<file path="src/rtl/imem_boot_ctrl_pkg.sv">
// Shared definitions for the instruction-memory boot controller:
// FSM state encoding and the instruction fed to the CPU while it is stalled or faulting.
package imem_pkg;

    typedef enum logic [1:0] {
        ST_BOOT = 2'd0,
        ST_LOAD = 2'd1,
        ST_RUN  = 2'd2,
        ST_ERR  = 2'd3
    } boot_state_e;

    // RISC-V "addi x0, x0, 0"
    localparam logic [31:0] NOP_INSN = 32'h0000_0013;

endpackage

</file>
<file path="src/rtl/imem_boot_ctrl_if.sv">
// Loader handshake plus external memory port of the boot controller.
// master: the environment (image loader and memory array); slave: the controller.
interface imem_boot_ctrl_if #(
    parameter int ADDR_W = 8
);
    logic              ld_valid;
    logic              ld_ready;
    logic [31:0]       ld_data;
    logic              ld_last;
    logic              mem_we;
    logic [ADDR_W-1:0] mem_addr;
    logic [31:0]       mem_wdata;
    logic [31:0]       mem_rdata;

    modport master (
        output ld_valid, ld_data, ld_last, mem_rdata,
        input  ld_ready, mem_we, mem_addr, mem_wdata
    );

    modport slave (
        input  ld_valid, ld_data, ld_last, mem_rdata,
        output ld_ready, mem_we, mem_addr, mem_wdata
    );
endinterface

</file>
<file path="src/rtl/imem_boot_ctrl_fetch_decode.sv">
// Combinational fetch address decode: byte PC -> word address, plus fault detect
// for misaligned PCs and PCs beyond the memory window.
module imem_fetch_decode #(
    parameter int ADDR_W = 8
) (
    input  logic [31:0]       pc,
    output logic [ADDR_W-1:0] word_addr,
    output logic              fault
);

    assign word_addr = pc[ADDR_W+1:2];

    // Any low byte-offset bit or any bit above the window is a fault.
    assign fault = (|pc[1:0]) || (|pc[31:ADDR_W+2]);

endmodule

</file>
<file path="src/rtl/imem_boot_ctrl.sv">
// Boot controller for an external instruction memory: streams a loader image into
// the memory, then hands the memory to the CPU for zero-latency fetch.
module imem_boot_ctrl
    import imem_pkg::*;
#(
    parameter int DEPTH  = 256,
    parameter int ADDR_W = 8
) (
    input  logic              clk,
    input  logic              rst,
    input  logic              start_load,
    imem_boot_ctrl_if.slave   bus,
    input  logic [31:0]       PC_Out,
    output logic [31:0]       instruction,
    output logic              cpu_stall,
    output logic              fetch_fault,
    output logic              load_done,
    output logic              load_err,
    output logic [ADDR_W:0]   word_count
);

    localparam logic [ADDR_W:0] LAST_IDX = (ADDR_W+1)'(DEPTH - 1);

    boot_state_e       state, state_nxt;
    logic              ld_ready_q;
    logic              stall_q;
    logic              accept;
    logic              is_run;
    logic [ADDR_W-1:0] dec_addr;
    logic              dec_fault;

    imem_fetch_decode #(.ADDR_W(ADDR_W)) u_dec (
        .pc        (PC_Out),
        .word_addr (dec_addr),
        .fault     (dec_fault)
    );

    assign accept = ld_ready_q && bus.ld_valid;
    assign is_run = (state == ST_RUN);

    // Next-state: start_load always wins and (re)enters LOAD from any state.
    always_comb begin
        state_nxt = state;
        if (start_load) begin
            state_nxt = ST_LOAD;
        end else begin
            case (state)
                ST_LOAD: begin
                    if (accept && bus.ld_last)
                        state_nxt = ST_RUN;
                    else if (accept && (word_count == LAST_IDX))
                        state_nxt = ST_ERR;
                end
                default: state_nxt = state;
            endcase
        end
    end

    // State, registered handshake/stall outputs, word counter and sticky flags.
    always_ff @(posedge clk) begin
        if (rst) begin
            state      <= ST_BOOT;
            ld_ready_q <= 1'b0;
            stall_q    <= 1'b1;
            word_count <= '0;
            load_done  <= 1'b0;
            load_err   <= 1'b0;
        end else begin
            state      <= state_nxt;
            ld_ready_q <= (state_nxt == ST_LOAD);
            stall_q    <= (state_nxt != ST_RUN);
            if (start_load) begin
                // A word accepted in this cycle is still written; only the count restarts.
                word_count <= '0;
                load_done  <= 1'b0;
                load_err   <= 1'b0;
            end else if (accept) begin
                word_count <= word_count + 1'b1;
                if (bus.ld_last)
                    load_done <= 1'b1;
                else if (word_count == LAST_IDX)
                    load_err <= 1'b1;
            end
        end
    end

    // Memory port: loader writes in LOAD, CPU fetch address in RUN.
    always_comb begin
        bus.ld_ready  = ld_ready_q;
        bus.mem_we    = accept;
        bus.mem_wdata = accept ? bus.ld_data : 32'h0;
        bus.mem_addr  = is_run ? dec_addr : word_count[ADDR_W-1:0];
    end

    // CPU side: NOP unless running with a valid fetch address.
    always_comb begin
        cpu_stall   = stall_q;
        fetch_fault = is_run && dec_fault;
        instruction = (is_run && !dec_fault) ? bus.mem_rdata : NOP_INSN;
    end

endmodule

</file>
<file path="src/flat_wrapper.sv">
// flat-port wrapper written by rule: the top's interface ports become plain ports
module imem_boot_ctrl_flat import imem_pkg::*;
#(
    parameter int DEPTH  = 256,
    parameter int ADDR_W = 8
)
  (clk, rst, start_load, PC_Out, instruction, cpu_stall, fetch_fault, load_done, load_err, word_count, bus_ld_valid, bus_ld_data, bus_ld_last, bus_mem_rdata, bus_ld_ready, bus_mem_we, bus_mem_addr, bus_mem_wdata);
  imem_boot_ctrl_if #(.ADDR_W(ADDR_W)) bus_i ();
  input  logic clk;
  input  logic rst;
  input  logic start_load;
  input  logic [31:0] PC_Out;
  output logic [31:0] instruction;
  output logic cpu_stall;
  output logic fetch_fault;
  output logic load_done;
  output logic load_err;
  output logic [ADDR_W:0] word_count;
  input wire logic [$bits(bus_i.ld_valid)-1:0] bus_ld_valid;
  input wire logic [$bits(bus_i.ld_data)-1:0] bus_ld_data;
  input wire logic [$bits(bus_i.ld_last)-1:0] bus_ld_last;
  input wire logic [$bits(bus_i.mem_rdata)-1:0] bus_mem_rdata;
  output wire logic [$bits(bus_i.ld_ready)-1:0] bus_ld_ready;
  output wire logic [$bits(bus_i.mem_we)-1:0] bus_mem_we;
  output wire logic [$bits(bus_i.mem_addr)-1:0] bus_mem_addr;
  output wire logic [$bits(bus_i.mem_wdata)-1:0] bus_mem_wdata;
  assign bus_i.ld_valid = bus_ld_valid;
  assign bus_i.ld_data = bus_ld_data;
  assign bus_i.ld_last = bus_ld_last;
  assign bus_i.mem_rdata = bus_mem_rdata;
  assign bus_ld_ready = bus_i.ld_ready;
  assign bus_mem_we = bus_i.mem_we;
  assign bus_mem_addr = bus_i.mem_addr;
  assign bus_mem_wdata = bus_i.mem_wdata;
  imem_boot_ctrl #(.DEPTH(DEPTH), .ADDR_W(ADDR_W)) u_core (.clk(clk), .rst(rst), .start_load(start_load), .bus(bus_i), .PC_Out(PC_Out), .instruction(instruction), .cpu_stall(cpu_stall), .fetch_fault(fetch_fault), .load_done(load_done), .load_err(load_err), .word_count(word_count));
endmodule
</file>
<file path="config.mk">
export PLATFORM = sky130hd
export DESIGN_NAME = imem_boot_ctrl_flat
export DESIGN_NICKNAME = d
export VERILOG_FILES = /design/src/rtl/imem_boot_ctrl_pkg.sv /design/src/rtl/imem_boot_ctrl_if.sv /design/src/rtl/imem_boot_ctrl_fetch_decode.sv /design/src/rtl/imem_boot_ctrl.sv /design/src/flat_wrapper.sv
export SDC_FILE = /design/constraint.sdc
export NUM_CORES = 1
export LEC_CHECK = 0
export BUFFER_PORTS_ARGS = -buffer_cell sky130_fd_sc_hd__clkbuf_2
export CAP_MARGIN = 20
export CELL_PAD_IN_SITES_DETAIL_PLACEMENT = 0
export CELL_PAD_IN_SITES_GLOBAL_PLACEMENT = 2
export CORE_AREA = 2 2 109 111
export DETAILED_ROUTE_END_ITERATION = 7
export DIE_AREA = 0 0 111 113
export PLACE_DENSITY_LB_ADDON = 0.1
export SYNTH_ARGS = -nofsm -noshare
export SYNTH_HDL_FRONTEND = slang
export SYNTH_SLANG_ARGS = --single-unit
</file>
<file path="constraint.sdc">
create_clock -name clk -period 1.8 [get_ports clk]
set_clock_uncertainty 0.2 [all_clocks]
set_input_delay 0.36 -clock clk [delete_from_list [all_inputs] [get_ports clk]]
set_output_delay 0.36 -clock clk [all_outputs]
set_load 0.02 [all_outputs]
</file>
== After elaboration in Yosys (flattened, before gate mapping) ==
Index checks and enable logic that the tools add are counted.
Cells by class
  bitwise operators: 1
  equality and inequality tests: 5
  reduce and logical (&&, ||, !) cells: 12
  shift operators: 0
  order comparisons: 0
  multiplexer cells: 7
  divide/modulo/power cells: 0
  multipliers: 0
  $add $sub $neg: 1
Operator list (count)
  32-bit 2-to-1 mux: 2
  22-bit OR reduction: 1
  9-bit by 1-bit adder with 9-bit output (second input constant): 1
  9-bit by 8-bit equality test with 1-bit output (second input constant): 1
  2-bit 2-to-1 mux: 4
  8-bit 2-to-1 mux: 1
  1-bit logical AND: 5
  2-bit by 1-bit equality test with 1-bit output (second input constant): 2
  2-bit OR reduction: 2
  3-bit AND reduction: 1
  2-bit equality test (second input constant): 1
  2-bit != test (second input constant): 1
  2-bit AND reduction: 1
  1-bit zero test: 1
  1-bit logical OR: 1
  1-bit inverter: 1
Storage, ports and cells
  latch bits: 0
  output and inout bits: 87
  input bits: 101
  RAM bits: 0
  register bits after elaboration: 15
  memory bits (read-only): 0
  memories: 0

== Longest topological paths before layout ==
Gate-level depths: netlist of the first run.
  depth after elaboration: 7
  mapped depth: 7

== Cells and area by module ==
Synthesis of the first run repeated with hierarchy kept, for this count alone.
Second synthesis, totals
  cell total of the unflattened synthesis: 174
  area total of the unflattened synthesis: 1310.0 um2
Modules (own cells, without submodules)
  imem_boot_ctrl: sequential area each 300.3 um2, area each 1198.6 um2, cells an instance 158, times used 1
  imem_fetch_decode: sequential area each 0.0 um2, area each 111.4 um2, cells an instance 16, times used 1

== Worst setup path after synthesis of the first run ==
Ideal clock, no wire load.
  path type: input to output
  start: input port PC_Out[20]
  end: output port instruction[11]
  path buffers: 1
  setup slack: -319 ps
  data required time: 1240 ps
  arrival time: 1559 ps
  cell stages on the path: 4
  cells stage by stage: nor4_1 > nand4_1 > clkbuf_1 > nor3_1
Between the ends
  longest elaborated chain between the ends: 5
RTL lines
  start, declared: line flat_wrapper.sv:12  | input logic [31:0] PC_Out;
  22-bit OR reduction: line imem_boot_ctrl_fetch_decode.sv:14  | assign fault = (|pc[1:0]) || (|pc[31:ADDR_W+2]);
  1-bit logical OR: line imem_boot_ctrl_fetch_decode.sv:14
  1-bit zero test: line imem_boot_ctrl.sv:99  | instruction = (is_run && !dec_fault) ? bus.mem_rdata : NOP_INSN;
  1-bit logical AND: line imem_boot_ctrl.sv:99
  32-bit 2-to-1 mux: line imem_boot_ctrl.sv:99
  end, declared: line flat_wrapper.sv:13  | output logic [31:0] instruction;
Every way passes these cells.

== Worst setup path in the final report of the first run ==
  start: input port PC_Out[20]
  end: output port instruction[1]
The elaborated chain is that of the path after synthesis.

==> impl_metrics.json, run 1 <==
{
  "min_to": "u_core.state[0]",
  "wl_mm": 7.23,
  "ys_types": 29,
  "setup_viol": 40,
  "min_from": "rst",
  "holdCritPathClass": "in2reg",
  "io_pins": 188,
  "post_route_cells_drive_above_1_share_pct": 63.3,
  "synth-edff-count": 0,
  "cts.sinks": 15,
  "drtIter0Drc": 77,
  "worst_pin_slew_ns": 0.270,
  "yosys_warnings": 0,
  "finalPower_mw": 1.08,
  "die_area_um2": 12500,
  "cp_top_family": "simple AND/OR/NAND/NOR gates",
  "cts_tree": "done",
  "grt_max_degree": 34,
  "outcome": "finished, violations left",
  "clockRootBuffer": "clkbuf_16",
  "die_x_um": 111,
  "ys_top_cells_by_area": "dfxtp_1 (23%), nand2_1 (16%), and3_1 (15%)",
  "p_leak_nw": 2.06,
  "critPathMaxFanout": 5,
  "yosysTopAreaCell": "dfxtp_1",
  "max_slew_margin_pct": 81.9,
  "fmax_ghz": 0.447,
  "worstPathArrival_ns": 1.68,
  "holdPathStages": 2,
  "power_density_nw_per_um2": 317,
  "num_rows": 39,
  "io_buffers": 187,
  "clock_latency_ns": 0.24,
  "cp_slowest_cell": "or4_4",
  "grt_pass1_wl_mm": 11.6,
  "cts.clk_slew.worst_paths_ns": 0.05,
  "first_pass_iters": 4,
  "placed_cells": 555,
  "first_global_vias": 2269,
  "drc": 0,
  "dp_hpwl_mm": 5.95,
  "synth_top_area_share_pct": 22.7,
  "r2r_end": "u_core.bus.ld_ready",
  "max_stage_delay_ns": 0.48,
  "criticalPathCategory": "in2out",
  "ys_ff_latch": 15,
  "die_h_um": 113,
  "drt-wirelength-per-cell_um": 12.8,
  "synth-seq-area-share_pct": 22.7,
  "viasPerCell": 4.07,
  "area_delta_synth_final_pct": 157,
  "grt-ovfl-total": 0,
  "synthFlopType": "dfxtp_1",
  "period_share_pct": 124,
  "violations": "setup timing",
  "maxCapViolations": 0,
  "ant_nets": 0,
  "finalMaxSlewViolations": 0,
  "cts_max_level": 1,
  "rsz0062_at_grt": "true",
  "holdWs_ns": 0.119,
  "r2r_slack_ns": 0.19,
  "synth_nets": 322,
  "gp_congestion": 0.760,
  "grt.total_usage_pct": 11.1,
  "fp.coreArea_um2": 11300,
  "cts_hold_buf": 0,
  "ctsLongestPathBuffers": 2,
  "cp_cell_sequence": "clkbuf_2 -> nor4_4 -> nand4_1 -> buf_6 -> or4_4 -> buf_6",
  "period_minus_slack_ns": 2.24,
  "antenna_found_initial": 0,
  "start_kind": "primary input",
  "yosysMostFrequentCell": "nand2_1",
  "synthTopCellsByCount": "nand2_1 (56), and3_1 (32), nor3_1 (29)",
  "r2r_start": "u_core.word_count[0]",
  "end_kind": "output port",
  "nets": 524,
  "fin_cells": 563,
  "required_ns": 1.24,
  "syn_area_um2": 1330,
  "ir_worst_vdd_v": 0.000280,
  "cp.depth": 6,
  "postSynthCellCount": 219,
  "hold_viol": 0,
  "finalWorstSetupSlack_ns": -0.435,
  "cp_num_buf_inv": 3,
  "synth.avg_cell_area_um2": 6.05,
  "start_util_pct": 11.8,
  "r2r_cells": 7,
  "async_flop_share_pct": 0,
  "critPathMostFrequentCell": "buf_6",
  "diodes": 0,
  "cts_buffers": 3,
  "vias": 2291
}
[report_power, final]
part / leakage (nW) / switching (mW) / internal, mW
clock network: 0.0382 / 0.136 / 0.300
logic: 1.90 / 0.150 / 0.148
registers: 0.122 / 0.00584 / 0.339
[layer usage]
metal / track usage, % / wire (um) / up-vias
met3: 2.14 / 432 / 4
met4: 2.08 / 52 / 0
met2: 20.3 / 3780 / 88
met1: 13.7 / 2970 / 1020
met5: 0 / 0 / -
li1: - / - / 1179
[cell usage in the layout (no fill, tap or decap), types with 2 or more instances in the layout]
cell type | Yosys | final
a21oi_1 | 9 | 9
a31oi_1 | 2 | 2
and3_1 | 32 | 32
buf_12 | 0 | 3
buf_4 | 0 | 31
buf_6 | 0 | 11
clkbuf_16 | 0 | 4
clkbuf_2 | 0 | 152
clkbuf_4 | 0 | 2
clkbuf_8 | 0 | 16
dfxtp_1 | 15 | 13
dfxtp_2 | 0 | 2
ha_1 | 2 | 2
inv_1 | 6 | 6
nand2_1 | 56 | 54
nand2_4 | 0 | 2
nand3_1 | 5 | 5
nand4_1 | 3 | 3
nor2_1 | 7 | 7
nor3_4 | 0 | 29
nor4_2 | 0 | 2
nor4_4 | 0 | 4
o211ai_1 | 2 | 2
o21ai_0 | 6 | 5
o31ai_1 | 2 | 2
or3_1 | 3 | 3
or4_1 | 5 | 2
or4_4 | 0 | 3
[sequential cells by signal, indices dropped and copies added (netlist names)]
name / cells
u_core.state: 2
u_core.cpu_stall: 1
u_core.word_count: 9
u_core.load_err: 1
u_core.bus.ld_ready: 1
u_core.load_done: 1
[how the worst max path moves through the flow]
| stage | startpoint | end | slack (ns) |
|---|---|---|---|
| 2_1_floorplan | PC_Out[27] | instruction[1] | -0.17 |
| 3_3_place_gp | PC_Out[1] | instruction[0] | -0.46 |
| 3_5_place_dp | PC_Out[20] | instruction[0] | -0.46 |
| 4_1_cts | PC_Out[20] | instruction[0] | -0.45 |
| 5_1_grt | PC_Out[20] | instruction[1] | -0.47 |
| 6_report | PC_Out[20] | instruction[1] | -0.44 |
[kinds of logic (layout without fill, tap and decap cells)]
group / after synthesis / after routing / share of synthesized area, %
buf+inv: 27 / 228 / 7.84
xor+xnor: 2 / 2 / 1.32
fa+ha+maj: 2 / 2 / 1.89
flops: 15 / 15 / 22.7
compound gates: 23 / 23 / 10.0
simple gates: 150 / 150 / 56.3
[layout make-up]
type                       instances  area (um2)
sequential                        15         303
timing repair buffer             217        1450
tap                              143         179
multi-input combinational        177        1360
inverter                           7        26.3
fill                            1274        7870
clock buffer                       4        78.8
[timing repair]
action / 4_1_cts / 5_1_grt
setup buffers: 1 / 1
gates resized for setup: 58 / 35
endpoints found under the setup margin: 41 / 51
gates cloned: 1 / 1
pin swaps: 2 / 3
[per-stage QoR]
stage                     TNS (ns)  cell area (um2)  util, %  worst slack (ns)
after floorplan              -5.20             1720        -            -0.165
after global placement      -13.47             2990     26.5            -0.456
after detailed placement    -13.65             2990     26.5            -0.457
after CTS                   -13.35             3290     29.2            -0.449
after global routing        -14.70             3400     30.2            -0.473
final                       -12.22             3400     30.2            -0.435
Note: power is estimated with default switching activity, not from simulation.
==> run 2, diff against run 1 <==
Settings changed: ABC_AREA set to 1, CORE_AREA 2 2 109 111 to 2 2 113 115, DIE_AREA 0 0 111 113 to 0 0 115 117.
==> run 2 against run 1 <==
The run still ends with setup timing left; highest routed layer unchanged; flip-flop and latch count unchanged; synthesized area up 8.0%; critical path type unchanged; non-clock buffer count is 6 lower; count of clock-buffer cells in the layout unchanged; maximum frequency grew 13%; sequential power barely moved; global-route usage shrank 2.4 points.
==> impl_metrics.json, run 2 <==
{
  "postSynthCellCount": 266,
  "cp_num_buf_inv": 4,
  "fmax_ghz": 0.506,
  "start_kind": "primary input",
  "r2r_cells": 8,
  "ys_types": 22,
  "yosysTopAreaCell": "dfxtp_1",
  "cts_tree": "done",
  "synthFlopType": "dfxtp_1",
  "layout_common_cells": "clkbuf_2 (144), inv_1 (76), nor2_1 (55), nand2_1 (27), nor2_4 (27)",
  "power_density_nw_per_um2": 316,
  "combPwrFrac_pct": 28.7,
  "io_pins": 188,
  "drt-wirelength-per-cell_um": 11.1,
  "required_ns": 1.24,
  "nFillCells": 1395,
  "cts.sinks": 15,
  "reg_top3": "u_core.word_count: 9 flops, u_core.state: 2 flops",
  "critPathMaxFanout": 7,
  "synth-xor-area-share_pct": 0,
  "cts_max_level": 1,
  "criticalPathCategory": "in2out",
  "min_to": "u_core.bus.ld_ready",
  "die_x_um": 115,
  "regMostFlops": "u_core.word_count",
  "vias": 2246,
  "cp_slowest_cell": "clkbuf_16",
  "power.share.clock_pct": 39.7,
  "r2r_start": "u_core.word_count[0]",
  "synthAdderAreaFrac_pct": 1.75,
  "outcome": "finished, violations left",
  "fin_cells": 624,
  "die_h_um": 117,
  "violations": "setup timing",
  "p_seq_share_pct": 31.5,
  "gp_congestion": 0.717,
  "diodes": 0,
  "synth.avg_cell_area_um2": 5.38,
  "power.switching_mw": 0.310,
  "clockRootBuffer": "clkbuf_16",
  "async_flop_share_pct": 0,
  "dp_hpwl_mm": 5.50,
  "antenna_found_initial": 0,
  "clock_latency_ns": 0.24,
  "worst_pin_slew_ns": 0.362,
  "first_pass_iters": 4,
  "min_from": "start_load",
  "drtIter0Drc": 29,
  "synth_mux_area_share_pct": 0,
  "fp.coreArea_um2": 12300,
  "synthTopCellsByCount": "nor2_1 (79), inv_1 (77), nand2_1 (39)",
  "r2r_end": "u_core.cpu_stall",
  "finalPower_mw": 1.09,
  "hold_viol": 0,
  "period_minus_slack_ns": 1.98,
  "cp.depth": 9,
  "cp_top_family": "buffers and inverters",
  "yosys.area_share.simple_pct": 45.1,
  "placed_cell_area_um2": 2640,
  "layout_commonest_cell": "clkbuf_2",
  "placed_cells": 611,
  "post_route_cells_drive_above_1_share_pct": 59.1,
  "rsz0062_at_grt": "true",
  "p_leak_nw": 1.96,
  "cp_cell_sequence": "clkbuf_2 -> nor2_1 -> nand2_2 -> nor2_4 -> nand4_1 -> buf_6 -> clkbuf_16 -> nor2_4 -> buf_6",
  "max_stage_delay_ns": 0.18,
  "die_area_um2": 13500,
  "swShare_pct": 28.3,
  "synth_nets": 369,
  "synth-seq-area-share_pct": 21.0,
  "cts_buffers": 3,
  "yosys_warnings": 0,
  "ys_ff_latch": 15,
  "r2r_slack_ns": 0.09,
  "end_kind": "output port",
  "ir_worst_vdd_v": 0.000353,
  "ys_top_cells_by_area": "dfxtp_1 (21%), nor2_1 (21%), inv_1 (20%)",
  "p_int_mw": 0.785,
  "max_slew_margin_pct": 75.8,
  "worstPathArrival_ns": 1.42,
  "viasPerCell": 3.60,
  "setup_viol": 41,
  "cts_hold_buf": 0,
  "finalWorstSetupSlack_ns": -0.177,
  "first_global_vias": 1887,
  "holdPathStages": 3,
  "synth_top_area_share_pct": 21.0,
  "maxCapViolations": 0,
  "ant_nets": 0,
  "synth-edff-count": 0,
  "grt.total_usage_pct": 8.74,
  "io_buffers": 187,
  "nets": 578,
  "syn_area_um2": 1430,
  "final_cell_area_um2": 3460,
  "wl_mm": 6.90,
  "num_rows": 41,
  "grt-ovfl-total": 0,
  "cts.clk_slew.worst_paths_ns": 0.05,
  "largest_reg_flops": 9,
  "fin_util_pct": 28.1,
  "synth_compound_area_share_pct": 7.78,
  "area_delta_synth_final_pct": 142,
  "ctsLongestPathBuffers": 2,
  "fin_tns_setup_ns": -5.20,
  "synth_top_family_by_area": "simple AND/OR/NAND/NOR gates",
  "yosysMostFrequentCell": "nor2_1",
  "drc": 0,
  "grt_max_degree": 33,
  "holdCritPathClass": "in2reg",
  "start_util_pct": 11.6,
  "period_share_pct": 110,
  "finalMaxSlewViolations": 0,
  "grt_pass1_wl_mm": 9.34
}
run 2: cell types whose count changed after synthesis, moves of 3 or more:
cell and delta:
nor2_1 +72, inv_1 +71, and3_1 -31, nor3_1 -29, nand2_1 -17, clkbuf_1 -16, nor2_4 +11, nor4_1 -6
or4_1 -5, o21ai_0 +4, nand3b_1 +3, or3_1 -3
run 2: area by class of cell:
type                       instances  area [um2]  share of cell area [%]
inverter                          79         304                    8.78
multi-input combinational        165        1030                    29.9
sequential                        15         305                    8.81
tap                              150         188                    5.42
timing repair buffer             211        1550                    44.9
clock buffer                       4        78.8                    2.28
run 2: worst max path at each step:
stage                                     from               end  slack, ns
after floorplan           u_core.word_count[0]  u_core.cpu_stall       0.01
after global placement              PC_Out[13]    instruction[8]      -0.25
after detailed placement            PC_Out[13]    instruction[8]      -0.24
after CTS                      u_core.state[1]   instruction[14]      -0.22
after global routing                PC_Out[11]   instruction[10]      -0.26
final                               PC_Out[11]    instruction[5]      -0.18
run 2: through the flow:
| stage | worst slack (ns) | hold slack [ns] |
|---|---|---|
| finish | -0.177 | 0.183 |
| global route | -0.257 | 0.240 |
| CTS | -0.220 | 0.185 |
| detailed placement | -0.240 | 0.253 |
| global placement | -0.254 | 0.252 |
| floorplan | 0.0125 | 0.277 |
run 2: tightest hold or removal path, cell delays in order:
cell and delay [ns]:
clkbuf_2 0.11, a21oi_1 0.05, nor2_1 0.07
run 2: cell families (layout without fill, tap and decap cells):
group,count (synthesis),count (layout)
compound gates,21,21
simple gates,142,142
buf+inv,86,294
fa+ha+maj,2,2
flops,15,15
run 2: layer usage:
metal,up-vias,wire (um),GRT usage (%)
li1,1170,-,-
met5,-,0,0
met3,6,465,0.978
met2,93,3750,17.5
met1,977,2610,9.84
met4,0,74,2.01
run 2: timing repair:
| item | CTS | global route |
|---|---|---|
| resized for setup | 71 | 140 |
| setup endpoints to repair | 43 | 75 |
| pin swaps | 8 | 19 |
| gates cloned | 2 | 3 |
| setup buffers | 3 | 1 |
run 2: power groups by stage:
stage	logic [mW]	registers [mW]	clock network, mW
after detailed placement	0.289	0.350	0
after CTS	0.296	0.344	0.450
after global routing	0.353	0.345	0.465
after global placement	0.290	0.350	0
after floorplan	0.120	0.356	0
final	0.315	0.345	0.435
==> run 3, diff against run 2 <==
Clock period 1.8 ns to 1.9 ns, I/O delays scaled along.
==> run 3 against run 2 <==
The flow still finishes with violations (setup timing); core utilization is 1.6 points lower; critical path depth shrank 2; hold slack gained 0.013 ns; combinational power down 9.2%; register-to-register slack improved by 0.10 ns; flip-flop and latch count is the same; die area is the same; setup slack improved by 0.058 ns; sequential share of layout area grew 0.55 points; clock power fell by 4%; via count decreased by 1.5%; largest power group unchanged; global-route usage grew 0.066 points.
==> impl_metrics.json, run 3 (synthesis gave the netlist of run 2 again) <==
{
  "outcome": "finished, violations left",
  "violations": "setup timing",
  "diodes": 0,
  "regMostFlops": "u_core.word_count",
  "vias": 2213,
  "finalWorstSetupSlack_ns": -0.119,
  "viasPerCell": 3.56,
  "max_slew_margin_pct": 77.5,
  "grt.total_usage_pct": 8.81,
  "worst_pin_slew_ns": 0.337,
  "placed_cells": 609,
  "hold_viol": 0,
  "p_leak_nw": 1.89,
  "area_delta_synth_final_pct": 128,
  "grt-ovfl-total": 0,
  "finalPower_mw": 1.03,
  "p_int_mw": 0.739,
  "holdCritPathClass": "in2reg",
  "setup_viol": 34,
  "die_x_um": 115,
  "die_area_um2": 13500,
  "grt_max_degree": 30,
  "ant_nets": 0,
  "fin_cells": 621,
  "regArea_um2": 305,
  "ir_worst_vdd_v": 0.000475,
  "swShare_pct": 28.2,
  "required_ns": 1.32,
  "wl_mm": 6.86,
  "cts_buffers": 3,
  "critPathMaxFanout": 7,
  "criticalPathCategory": "reg2out",
  "holdWs_ns": 0.196,
  "p_seq_share_pct": 31.8,
  "period_share_pct": 106,
  "largest_reg_flops": 9,
  "cts.sinks": 15,
  "cts.clk_slew.worst_paths_ns": 0.05,
  "fin_tns_setup_ns": -3.18,
  "dp_hpwl_mm": 5.68,
  "finalMaxSlewViolations": 0,
  "nets": 575,
  "grt_pass1_wl_mm": 9.46,
  "power_density_nw_per_um2": 316,
  "clockRootBuffer": "clkbuf_16",
  "multi_input_area_um2": 948,
  "first_pass_iters": 5,
  "fp.coreArea_um2": 12300,
  "period_minus_slack_ns": 2.02,
  "drc": 0,
  "power.share.clock_pct": 40.5,
  "drt-wirelength-per-cell_um": 11.0,
  "fmax_ghz": 0.495,
  "start_util_pct": 11.6,
  "nFillCells": 1452,
  "end_kind": "output port",
  "post_route_cells_drive_above_1_share_pct": 58.8,
  "first_global_vias": 1956,
  "start_kind": "flip-flop",
  "maxCapViolations": 0,
  "drtIter0Drc": 36,
  "ctsLongestPathBuffers": 2,
  "layout_common_cells": "clkbuf_2 (143), inv_1 (75), nor2_1 (52), nand2_1 (28), nor2_2 (26)",
  "reg_top3": "u_core.word_count: 9 flops, u_core.state: 2 flops",
  "power.switching_mw": 0.290,
  "gp_congestion": 0.698,
  "cts_tree": "done",
  "antenna_found_initial": 0,
  "rsz0062_at_grt": "true",
  "combPwrFrac_pct": 27.7,
  "cts_max_level": 1,
  "io_pins": 188,
  "layout_commonest_cell": "clkbuf_2",
  "die_h_um": 117,
  "io_buffers": 187,
  "clock_latency_ns": 0.25,
  "num_rows": 41,
  "worstPathArrival_ns": 1.44
}
==> run 3: final timing paths <==
path	start	slack [ns]	end	cells after the start
max	u_core.state[1]	-0.12	instruction[12]	7
min	start_load	0.20	u_core.bus.ld_ready	3
max reg2reg	u_core.word_count[0]	0.19	u_core.cpu_stall	8
min reg2reg	u_core.load_done	0.27	u_core.load_done	1
==> run 3: cell type report <==
type / instances / share of cell area, %
clock buffers: 4 / 2.42
multi-input cells: 165 / 29.1
well taps: 150 / 5.75
repair buffers: 208 / 43.9
inverters: 79 / 9.47
flip-flops and latches: 15 / 9.36
==> run 3: what timing repair did <==
item	CTS	global route
setup buffers	1	3
endpoints found under the setup margin	37	57
hold buffers	0	0
resized for setup	51	132
pin swaps	1	11
endpoints found under the hold margin	0	0
gates cloned	0	4
==> run 3: metal layers <==
| layer | up-vias | part of all wire, % | routed length (um) | GRT usage (%) |
|---|---|---|---|---|
| li1 | 1164 | - | - | - |
| met1 | 956 | 36 | 2470 | 9.16 |
| met2 | 87 | 56 | 3870 | 18.4 |
| met3 | 6 | 6.6 | 455 | 1.60 |
| met4 | 0 | 0.87 | 60 | 1.45 |
| met5 | - | 0 | 0 | 0 |
==> run 3: power by group through the flow <==
stage | registers (mW) | clock network (mW) | logic [mW]
after floorplan | 0.337 | 0 | 0.113
after global placement | 0.332 | 0 | 0.270
after detailed placement | 0.332 | 0 | 0.270
after CTS | 0.326 | 0.425 | 0.274
after global routing | 0.327 | 0.441 | 0.325
final | 0.327 | 0.417 | 0.286
==> run 3: critical path: stages (launching register included) <==
cell and delay, ns:
dfxtp_2 0.33, inv_4 0.04, nor2_4 0.15, nand4_1 0.13, buf_6 0.15, clkbuf_16 0.17
nor2_2 0.08, buf_4 0.14
==> run 3: per-stage QoR <==
| stage | cell area (um2) | util (%) | worst slack [ns] |
|---|---|---|---|
| after floorplan | 1430 | - | 0.0824 |
| after global placement | 2610 | 21.2 | -0.157 |
| after detailed placement | 2610 | 21.2 | -0.137 |
| after CTS | 2870 | 23.3 | -0.127 |
| after global routing | 3260 | 26.5 | -0.199 |
| final | 3260 | 26.5 | -0.119 |
